**src/rtl/risc_v_32_pkg.sv**
```systemverilog
`default_nettype none
// ============================================================================
// Module      : risc_v_32_pkg
// Description : Shared types for the dual-issue RV32I data-memory arbiter:
//               arbiter state encoding and load/store size codes.
// Revision    : 1.0 - initial release
// ============================================================================
package risc_v_32_pkg;

  typedef enum logic [1:0] {
    ST_IDLE  = 2'd0,
    ST_BUSY0 = 2'd1,
    ST_BUSY1 = 2'd2
  } state_t;

  localparam logic [1:0] SZ_B = 2'd0;
  localparam logic [1:0] SZ_H = 2'd1;
  localparam logic [1:0] SZ_W = 2'd2;

endpackage
`default_nettype wire

```
**src/rtl/risc_v_32_lsu_fmt.sv**
```systemverilog
`default_nettype none
// ============================================================================
// Module      : risc_v_32_lsu_fmt
// Description : Per-lane access formatter. Derives byte enables, lane-
//               replicated store data and the misalignment flag from the
//               low address bits and the access size.
// Ports       : i_addr_lo  - byte offset within the word (addr[1:0])
//               i_size     - 0 byte, 1 half, 2/3 word
//               i_wdata    - store data, right-justified
//               o_be       - byte enables
//               o_wdata    - store data replicated across byte lanes
//               o_misalign - half on odd address or word not on a word boundary
// Revision    : 1.0 - initial release
// ============================================================================
module risc_v_32_lsu_fmt
  import risc_v_32_pkg::*;
#(
  parameter int DW = 32
) (
  input  logic [1:0]    i_addr_lo,
  input  logic [1:0]    i_size,
  input  logic [DW-1:0] i_wdata,
  output logic [3:0]    o_be,
  output logic [DW-1:0] o_wdata,
  output logic          o_misalign
);

  always_comb begin
    o_be       = 4'hF;
    o_wdata    = i_wdata;
    o_misalign = 1'b0;
    case (i_size)
      SZ_B: begin
        o_be    = 4'b0001 << i_addr_lo;
        o_wdata = {4{i_wdata[7:0]}};
      end
      SZ_H: begin
        o_be       = i_addr_lo[1] ? 4'b1100 : 4'b0011;
        o_wdata    = {2{i_wdata[15:0]}};
        o_misalign = i_addr_lo[0];
      end
      // Size code 3 is not a legal RV32I width; it is handled as a word.
      default: begin
        o_be       = 4'hF;
        o_wdata    = i_wdata;
        o_misalign = (i_addr_lo != 2'b00);
      end
    endcase
  end

endmodule
`default_nettype wire

```
**src/rtl/risc_v_32_mem_arb.sv**
```systemverilog
`default_nettype none
// ============================================================================
// Module      : risc_v_32_mem_arb
// Description : Data-memory port arbiter for the dual-issue RV32I core.
//               Serialises the loads/stores of one issue bundle onto the
//               single memory port, lane 0 before lane 1, and stalls the
//               pipeline until every access of the bundle has completed.
// Ports       : clk, rst                 - clock, sync active-high reset
//               exN_rmem/wmem/addr/wdata/size - lane N request from EX
//               exN_done/misalign/rdata  - lane N completion and load word
//               mem_req/we/addr/wdata/be - registered memory request
//               mem_ack, mem_rdata       - memory handshake and read data
//               stall                    - holds the bundle in EX
// Revision    : 1.0 - initial release
// ============================================================================
module risc_v_32_mem_arb
  import risc_v_32_pkg::*;
#(
  parameter int AW = 32,
  parameter int DW = 32
) (
  input  logic          clk,
  input  logic          rst,
  input  logic          ex0_rmem,
  input  logic          ex0_wmem,
  input  logic [AW-1:0] ex0_addr,
  input  logic [DW-1:0] ex0_wdata,
  input  logic [1:0]    ex0_size,
  input  logic          ex1_rmem,
  input  logic          ex1_wmem,
  input  logic [AW-1:0] ex1_addr,
  input  logic [DW-1:0] ex1_wdata,
  input  logic [1:0]    ex1_size,
  output logic          ex0_done,
  output logic          ex1_done,
  output logic          ex0_misalign,
  output logic          ex1_misalign,
  output logic [DW-1:0] ex0_rdata,
  output logic [DW-1:0] ex1_rdata,
  output logic          mem_req,
  output logic          mem_we,
  output logic [AW-1:0] mem_addr,
  output logic [DW-1:0] mem_wdata,
  output logic [3:0]    mem_be,
  input  logic          mem_ack,
  input  logic [DW-1:0] mem_rdata,
  output logic          stall
);

  // Lane formatting
  logic [3:0]    w_fmt0_be,  w_fmt1_be;
  logic [DW-1:0] w_fmt0_wd,  w_fmt1_wd;
  logic          w_fmt0_mis, w_fmt1_mis;

  risc_v_32_lsu_fmt #(.DW(DW)) u_fmt0 (
    .i_addr_lo  (ex0_addr[1:0]),
    .i_size     (ex0_size),
    .i_wdata    (ex0_wdata),
    .o_be       (w_fmt0_be),
    .o_wdata    (w_fmt0_wd),
    .o_misalign (w_fmt0_mis)
  );

  risc_v_32_lsu_fmt #(.DW(DW)) u_fmt1 (
    .i_addr_lo  (ex1_addr[1:0]),
    .i_size     (ex1_size),
    .i_wdata    (ex1_wdata),
    .o_be       (w_fmt1_be),
    .o_wdata    (w_fmt1_wd),
    .o_misalign (w_fmt1_mis)
  );

  // Registers
  state_t        r_state;
  logic          r_done_f0, r_done_f1;
  logic          r_ex0_done, r_ex1_done;
  logic          r_ex0_mis, r_ex1_mis;
  logic [DW-1:0] r_ex0_rdata, r_ex1_rdata;
  logic          r_mem_req, r_mem_we;
  logic [AW-1:0] r_mem_addr;
  logic [DW-1:0] r_mem_wdata;
  logic [3:0]    r_mem_be;

  // Request / stall decode
  logic w_pend0, w_pend1, w_stall, w_ack;

  assign w_pend0 = (ex0_rmem | ex0_wmem) & ~r_done_f0;
  assign w_pend1 = (ex1_rmem | ex1_wmem) & ~r_done_f1;
  assign w_stall = w_pend0 | w_pend1;
  // Only an acknowledge against an outstanding request counts.
  assign w_ack   = mem_ack & r_mem_req;

  // Next state and per-cycle events
  state_t w_state_nxt;
  logic   w_issue0, w_issue1;
  logic   w_ack0, w_ack1;
  logic   w_mis0, w_mis1;

  always_comb begin
    w_state_nxt = r_state;
    w_issue0    = 1'b0;
    w_issue1    = 1'b0;
    w_ack0      = 1'b0;
    w_ack1      = 1'b0;
    w_mis0      = 1'b0;
    w_mis1      = 1'b0;
    case (r_state)
      ST_IDLE: begin
        // A misaligned lane completes here without touching memory; the
        // other lane is looked at on the following cycle.
        if (w_pend0) begin
          if (w_fmt0_mis) begin
            w_mis0 = 1'b1;
          end else begin
            w_issue0    = 1'b1;
            w_state_nxt = ST_BUSY0;
          end
        end else if (w_pend1) begin
          if (w_fmt1_mis) begin
            w_mis1 = 1'b1;
          end else begin
            w_issue1    = 1'b1;
            w_state_nxt = ST_BUSY1;
          end
        end
      end
      ST_BUSY0: begin
        if (w_ack) begin
          w_ack0 = 1'b1;
          // Chain straight into lane 1 unless it must be resolved as a
          // misaligned access from IDLE.
          if (w_pend1 && !w_fmt1_mis) begin
            w_issue1    = 1'b1;
            w_state_nxt = ST_BUSY1;
          end else begin
            w_state_nxt = ST_IDLE;
          end
        end
      end
      ST_BUSY1: begin
        if (w_ack) begin
          w_ack1      = 1'b1;
          w_state_nxt = ST_IDLE;
        end
      end
      default: w_state_nxt = ST_IDLE;
    endcase
  end

  always_ff @(posedge clk) begin
    if (rst) begin
      r_state     <= ST_IDLE;
      r_done_f0   <= 1'b0;
      r_done_f1   <= 1'b0;
      r_ex0_done  <= 1'b0;
      r_ex1_done  <= 1'b0;
      r_ex0_mis   <= 1'b0;
      r_ex1_mis   <= 1'b0;
      r_ex0_rdata <= '0;
      r_ex1_rdata <= '0;
      r_mem_req   <= 1'b0;
      r_mem_we    <= 1'b0;
      r_mem_addr  <= '0;
      r_mem_wdata <= '0;
      r_mem_be    <= '0;
    end else begin
      r_state    <= w_state_nxt;
      r_ex0_done <= w_ack0 | w_mis0;
      r_ex1_done <= w_ack1 | w_mis1;
      r_ex0_mis  <= w_mis0;
      r_ex1_mis  <= w_mis1;

      if (w_ack0) r_ex0_rdata <= mem_rdata;
      if (w_ack1) r_ex1_rdata <= mem_rdata;

      // Flags live for exactly one bundle: cleared when the bundle advances.
      if (!w_stall) begin
        r_done_f0 <= 1'b0;
        r_done_f1 <= 1'b0;
      end else begin
        if (w_ack0 | w_mis0) r_done_f0 <= 1'b1;
        if (w_ack1 | w_mis1) r_done_f1 <= 1'b1;
      end

      // Request fields load on state entry and hold through the ack cycle.
      if (w_issue0) begin
        r_mem_req   <= 1'b1;
        r_mem_we    <= ex0_wmem;
        r_mem_addr  <= {ex0_addr[AW-1:2], 2'b00};
        r_mem_wdata <= w_fmt0_wd;
        r_mem_be    <= w_fmt0_be;
      end else if (w_issue1) begin
        r_mem_req   <= 1'b1;
        r_mem_we    <= ex1_wmem;
        r_mem_addr  <= {ex1_addr[AW-1:2], 2'b00};
        r_mem_wdata <= w_fmt1_wd;
        r_mem_be    <= w_fmt1_be;
      end else if (w_ack0 | w_ack1) begin
        r_mem_req <= 1'b0;
      end
    end
  end

  assign ex0_done     = r_ex0_done;
  assign ex1_done     = r_ex1_done;
  assign ex0_misalign = r_ex0_mis;
  assign ex1_misalign = r_ex1_mis;
  assign ex0_rdata    = r_ex0_rdata;
  assign ex1_rdata    = r_ex1_rdata;
  assign mem_req      = r_mem_req;
  assign mem_we       = r_mem_we;
  assign mem_addr     = r_mem_addr;
  assign mem_wdata    = r_mem_wdata;
  assign mem_be       = r_mem_be;
  assign stall        = w_stall;

endmodule
`default_nettype wire

```
**config.mk**
```make
export PLATFORM = sky130hd
export DESIGN_NAME = risc_v_32_mem_arb
export DESIGN_NICKNAME = d
export VERILOG_FILES = /design/src/rtl/risc_v_32_pkg.sv /design/src/rtl/risc_v_32_lsu_fmt.sv /design/src/rtl/risc_v_32_mem_arb.sv
export SDC_FILE = /design/constraint.sdc
export NUM_CORES = 1
export LEC_CHECK = 0
export CORE_MARGIN = 1.5
export CORE_UTILIZATION = 37
export DETAILED_ROUTE_END_ITERATION = 16
export PLACE_DENSITY_LB_ADDON = 0.1
export SYNTH_ARGS = -nofsm -noshare
export SYNTH_HDL_FRONTEND = slang
export SYNTH_SLANG_ARGS = --single-unit
export TNS_END_PERCENT = 30
```
**constraint.sdc**
```tcl
create_clock -name clk -period 1.7 [get_ports clk]
set_input_delay 0.17 -clock clk [delete_from_list [all_inputs] [get_ports clk]]
set_output_delay 0.17 -clock clk [all_outputs]
set_load 0.1 [all_outputs]
```
* Yosys cells after proc, flatten, opt, wreduce, memory -nomap -nowiden
Index checks and enable logic that the tools add are counted.
** Cells by class
- Eq/ne operators :: 9
- Shift-type cells :: 2
- Muxes and demuxes :: 46
- Bitwise logic cells :: 12
- Reductions and logical operators :: 11
** Operators with widths (count)
- $mux 32 :: 4
- $pmux 32 s2 :: 2
- $mux 1 :: 23
- $mux 4 :: 4
- $pmux 4 s2 :: 2
- $mux 2 :: 7
- $ne 3x3->1 const B :: 3
- $shl 1x2->4 const A :: 2
- $eq 2x1->1 const B :: 3
- $logic_not 2->1 :: 3
- $or 1x1->1 :: 6
- $pmux 1 s2 :: 3
- $pmux 2 s3 :: 1
- $reduce_bool 2->1 :: 3
- $reduce_and 5->1 :: 1
- $ne 2x2->1 const B :: 2
- $and 1x1->1 :: 3
- $not 1->1 :: 3
- $reduce_bool 3->1 :: 1
- $eq 2x2->1 const B :: 1
- $reduce_or 2->1 :: 1
- $logic_and 1x1->1 :: 1
- $logic_not 1->1 :: 1
** Storage, ports and cells
- Bits in registers :: 140
- Input bits :: 171
- Output and inout bits :: 139

* Depth between registers and ports, before layout
- Depth after elaboration :: 9
- Depth in mapped cells :: 8

* By module
A second synthesis with hierarchy kept.
** Unflattened totals
- Cells, all modules :: 743
- Area total of the unflattened synthesis :: 6361.1 um^2
** Modules (own cells, without submodules)
- risc_v_32_mem_arb :: instances 1, cells an instance 617, area each 5315.1 um^2
- risc_v_32_lsu_fmt :: instances 2, cells an instance 63, area each 523.0 um^2

* Worst setup path after synthesis
OpenSTA, ideal clock, no wires.
- Path type :: reg-to-reg
- Start :: register r_mem_req, in the netlist mem_req
- End :: register r_mem_wdata[13], in the netlist mem_wdata[13]
- Arrival time :: 2.237 ns
- Slack :: -0.659 ns
- Stages on the path, launching flop included :: 6
- Buffers on the path :: 1
- Clock period less this slack :: 2.359 ns
- Path through :: dfxtp_1 nand4b_1 o21ai_4 clkbuf_1 nand3_1 o311a_1
** Between the ends
- Cells in the longest elaborated chain, start to end :: 4
** Ends and longest elaborated chain
- start, declared :: RTL line risc_v_32_mem_arb.sv:79 : logic r_mem_req, r_mem_we;
- start signal, assigned :: RTL line risc_v_32_mem_arb.sv:161 : r_mem_req <= 1'b0;
- start signal, assigned :: RTL line risc_v_32_mem_arb.sv:187 : r_mem_req <= 1'b1;
- start signal, assigned :: RTL line risc_v_32_mem_arb.sv:193 : r_mem_req <= 1'b1;
- $and 1x1->1 :: RTL line risc_v_32_mem_arb.sv:91 : assign w_ack = mem_ack & r_mem_req;
- $mux 1 :: RTL line risc_v_32_mem_arb.sv:128 : if (w_ack) begin
- $pmux 1 s2 :: RTL line risc_v_32_mem_arb.sv:107 : case (r_state)
- $reduce_bool 2->1 (no source line)
- end signal, assigned :: RTL line risc_v_32_mem_arb.sv:190 : r_mem_wdata <= w_fmt0_wd;
- end signal, assigned :: RTL line risc_v_32_mem_arb.sv:196 : r_mem_wdata <= w_fmt1_wd;
- end, declared :: RTL line risc_v_32_mem_arb.sv:81 : logic [DW-1:0] r_mem_wdata;
No other way between the ends.
A chain may end at the register's enable or synchronous reset.

* Worst setup path in the final report
- Start :: register r_state[1]
- End :: register r_mem_addr[17], in the netlist mem_addr[17]
** Between the ends
- Cells in the longest elaborated chain, start to end :: 3
- Elaborated cells between the ends (all ways) :: 6
- Classes of those cells :: eq/ne: 1; mux: 3; reduce/logical: 2
** Ends and longest elaborated chain
- start, declared :: RTL line risc_v_32_mem_arb.sv:74 : state_t r_state;
- start signal, assigned :: RTL line risc_v_32_mem_arb.sv:167 : r_state <= w_state_nxt;
- $eq 2x1->1 or $logic_not 2->1 (tied branches) :: RTL line risc_v_32_mem_arb.sv:107
- $pmux 1 s2 or $mux 1 (tied branches) :: RTL line risc_v_32_mem_arb.sv:107
- $reduce_bool 2->1 (no source line) or $mux 32 (tied branches)
- end signal, assigned :: RTL line risc_v_32_mem_arb.sv:189 : r_mem_addr <= {ex0_addr[AW-1:2], 2'b00};
- end signal, assigned :: RTL line risc_v_32_mem_arb.sv:195 : r_mem_addr <= {ex1_addr[AW-1:2], 2'b00};
- end, declared :: RTL line risc_v_32_mem_arb.sv:80 : logic [AW-1:0] r_mem_addr;
Several ways; a longest one is shown, not always the timed one.

==> flow_metrics.tcl <==
set metrics [dict create \
    status "finished clean" \
    p_int_uw 7703 \
    initial_core_util 0.3777 \
    min_period_over_period 0.9883 \
    die_area_um2 18460 \
    root_buffer "clkbuf_16" \
    routedWlPerCell_um 18.42 \
    r2r_setup_slack_ns 0.02 \
    powerDensity_nw_per_um2 1222 \
    wl_mm 24.98 \
    grt_max_degree 69 \
    via_per_inst 5.443 \
    timing.hold.ws_ns 0.2386 \
    min_period_ns 1.680 \
    vias 7381 \
    rsz0062_at_grt "yes" \
    yosys_warnings 0 \
    critPathLaunchType "flop" \
    grt-ovfl-total 0 \
    synth_edf_count 0 \
    clk_pin_slew_ns 0.06 \
    core_um2 17300 \
    switching_share 0.4150 \
    numPortBuffers 307 \
    first_global_vias 6955 \
    drc 0 \
    clk_path_buf_depth 2 \
    htreeDepth 4 \
    slowest_stage "dfxtp_4" \
    post-route-worst-setup-slack_ns 0.01989 \
    fin_skew_ns 0.01127 \
    io_pins 310 \
    dp_slack_ns -0.2586 \
    drt_iter0_drc 359 \
    pwr-share-seq 0.290 \
    setup_viol 0 \
    worstSetupEndpointType "flop" \
    cts_tree "yes" \
    numClockSinks 140 \
    path_cells "and4b_2 -> a21oi_4 -> buf_12 -> clkbuf_16 -> o21ai_0 -> a311oi_1" \
    hold_path_class "input pin to flop" \
    ys_async_sr_fraction 0 \
    die_w_um 135.9 \
    crit_arrival_ns 1.98 \
    grt_usage 0.2573 \
    clkPwrFrac 0.309 \
    num_rows 48 \
    irDropWorstVdd_mv 0.8115 \
    dp.cells 1317 \
    yosysTopAreaCellShare 0.4290 \
    crit_required_ns 2.00 \
    yosys.area.top_type "dfxtp_1" \
    gp_congestion 0.8905 \
    final_antenna_net_count 0 \
    syn_to_final_growth_pct 64.91 \
    ys_seq_area_frac 0.4290 \
    dp_hpwl_mm 17.47 \
    post-synth-top-count-cell "nand2_1" \
    slew_headroom 0.5029 \
    critPathMaxFanout 22 \
    drv_slew 0 \
    critical-path-max-stage-delay_ns 0.36 \
    numCtsBuffers 17 \
    first_pass_iters 5 \
    synth_area_um2 6533 \
    cap_violations 0 \
    final_hold_viol_count 0 \
    syn_inst 804 \
    p_comb_frac 0.401 \
    syn_avg_cell_area_um2 8.125 \
    dieHeight_um 135.9 \
    insertion_delay_ns 0.42 \
    synth_area_leaders "dfxtp_1 43%, nand2_1 8.3%, mux2i_1 7.2%, a311oi_1 6.4%, a21oi_1 6.1%" \
    antenna_found_initial 1 \
    synth_seq_cells 140 \
    drive_above_1_share 0.2301 \
    fin_cells 1356 \
    layout.nets 1288 \
    crit_type "flop to flop" \
    synth_flop_cell "dfxtp_1" \
    ys_types 49 \
    grt_pass1_wl_mm 36.98 \
    fmax_mhz 595.2 \
    leakage_uw 0.004223 \
    power.switching_uw 5464 \
    synthTopCellsByCount "144 x nand2_1, 140 x dfxtp_1, 79 x a21oi_1" \
    worst_pin_slew_ns 0.7456 \
]
registers in the layout, indices dropped and copies added (netlist names), 2 cells and up:
signal,flops
r_state,2
mem_addr,30
mem_be,4
mem_wdata,32
ex0_rdata,32
ex1_rdata,32
final cells by class:
cell class,count,area [um2]
clock inverter,14,197.7
timing repair buffer,375,3628
antenna,1,2.502
inverter,5,18.77
sequential,140,2811
fill,1559,6524
multi-input combinational,578,3393
clock buffer,18,439.2
tap,225,281.5
final timing paths:
check,start,end,depth (start not counted)
worst min-delay path,rst,mem_addr[9],3
worst max-delay path,r_state[1],mem_addr[17],6
worst max register to register,r_state[1],mem_addr[17],6
worst min register to register,ex1_rdata[20],ex1_rdata[20],2
cells by family (layout without fill, tap and decap cells):
group | after synthesis | in the layout | synth area share
buffers and inverters | 88 | 412 | 0.06071
AOI/OAI and AO/OA | 239 | 240 | 0.2473
other | 1 | 3 | 0.0005741
and+or+nand+nor | 287 | 287 | 0.1873
xor gates and xnor gates | 1 | 1 | 0.001341
DFF | 140 | 140 | 0.4290
muxes | 48 | 48 | 0.07374
metrics by stage:
step           utilization  power [uW]    TNS, ns  area (um2)
3_5_place_dp        0.5777        8987     -13.02        9992
2_1_floorplan            -        7228  -0.004583        6541
3_3_place_gp        0.5777        8979     -10.72        9992
5_1_grt             0.6227       13620   -0.07288       10770
4_1_cts             0.6145       13060          0       10630
6_report            0.6228       13170          0       10770
worst max-delay path: cells and delay by family, from the launching register on:
family / cells / cell delay (ns)
AOI/OAI and AO/OA: 3 / 0.59
DFF: 1 / 0.36
buffers and inverters: 2 / 0.34
and+or+nand+nor: 1 / 0.26
metal layers:
layer,track usage,up-vias,part of all wire
li1,-,3572,-
met1,0.3155,3428,0.40
met2,0.4146,339,0.47
met3,0.08501,42,0.095
met4,0.1070,0,0.030
met5,0,-,0
power by group through the flow:
| stage | clock [uW] | combinational [uW] | sequential (uW) |
|---|---|---|---|
| after global placement | 0 | 5100 | 3880 |
| after global routing | 4270 | 5500 | 3850 |
| after floorplan | 0 | 1200 | 6030 |
| after CTS | 4130 | 5120 | 3810 |
| final | 4070 | 5280 | 3810 |
| after detailed placement | 0 | 5100 | 3880 |
timing repair:
action / CTS / global route
resized for setup: 0 / 13
hold endpoints to repair: 0 / 0
endpoints found under the setup margin: 0 / 54
hold buffers: 0 / 0
buffers inserted: 0 / 2
cell usage in the layout (no fill, tap or decap), drive strengths merged, types with 8 or more instances in the layout:
cell type,instances
clkbuf,21
dfxtp,140
nand4,9
o311a,8
a21oi,81
a211oi,10
nor2,64
inv,13
mux2i,47
o2111ai,16
o21ai,52
nand3,50
nand2,144
buf,203
a311oi,48
o311ai,9
clkdlybuf4s50,169
Power figures use the tool's default switching activity.
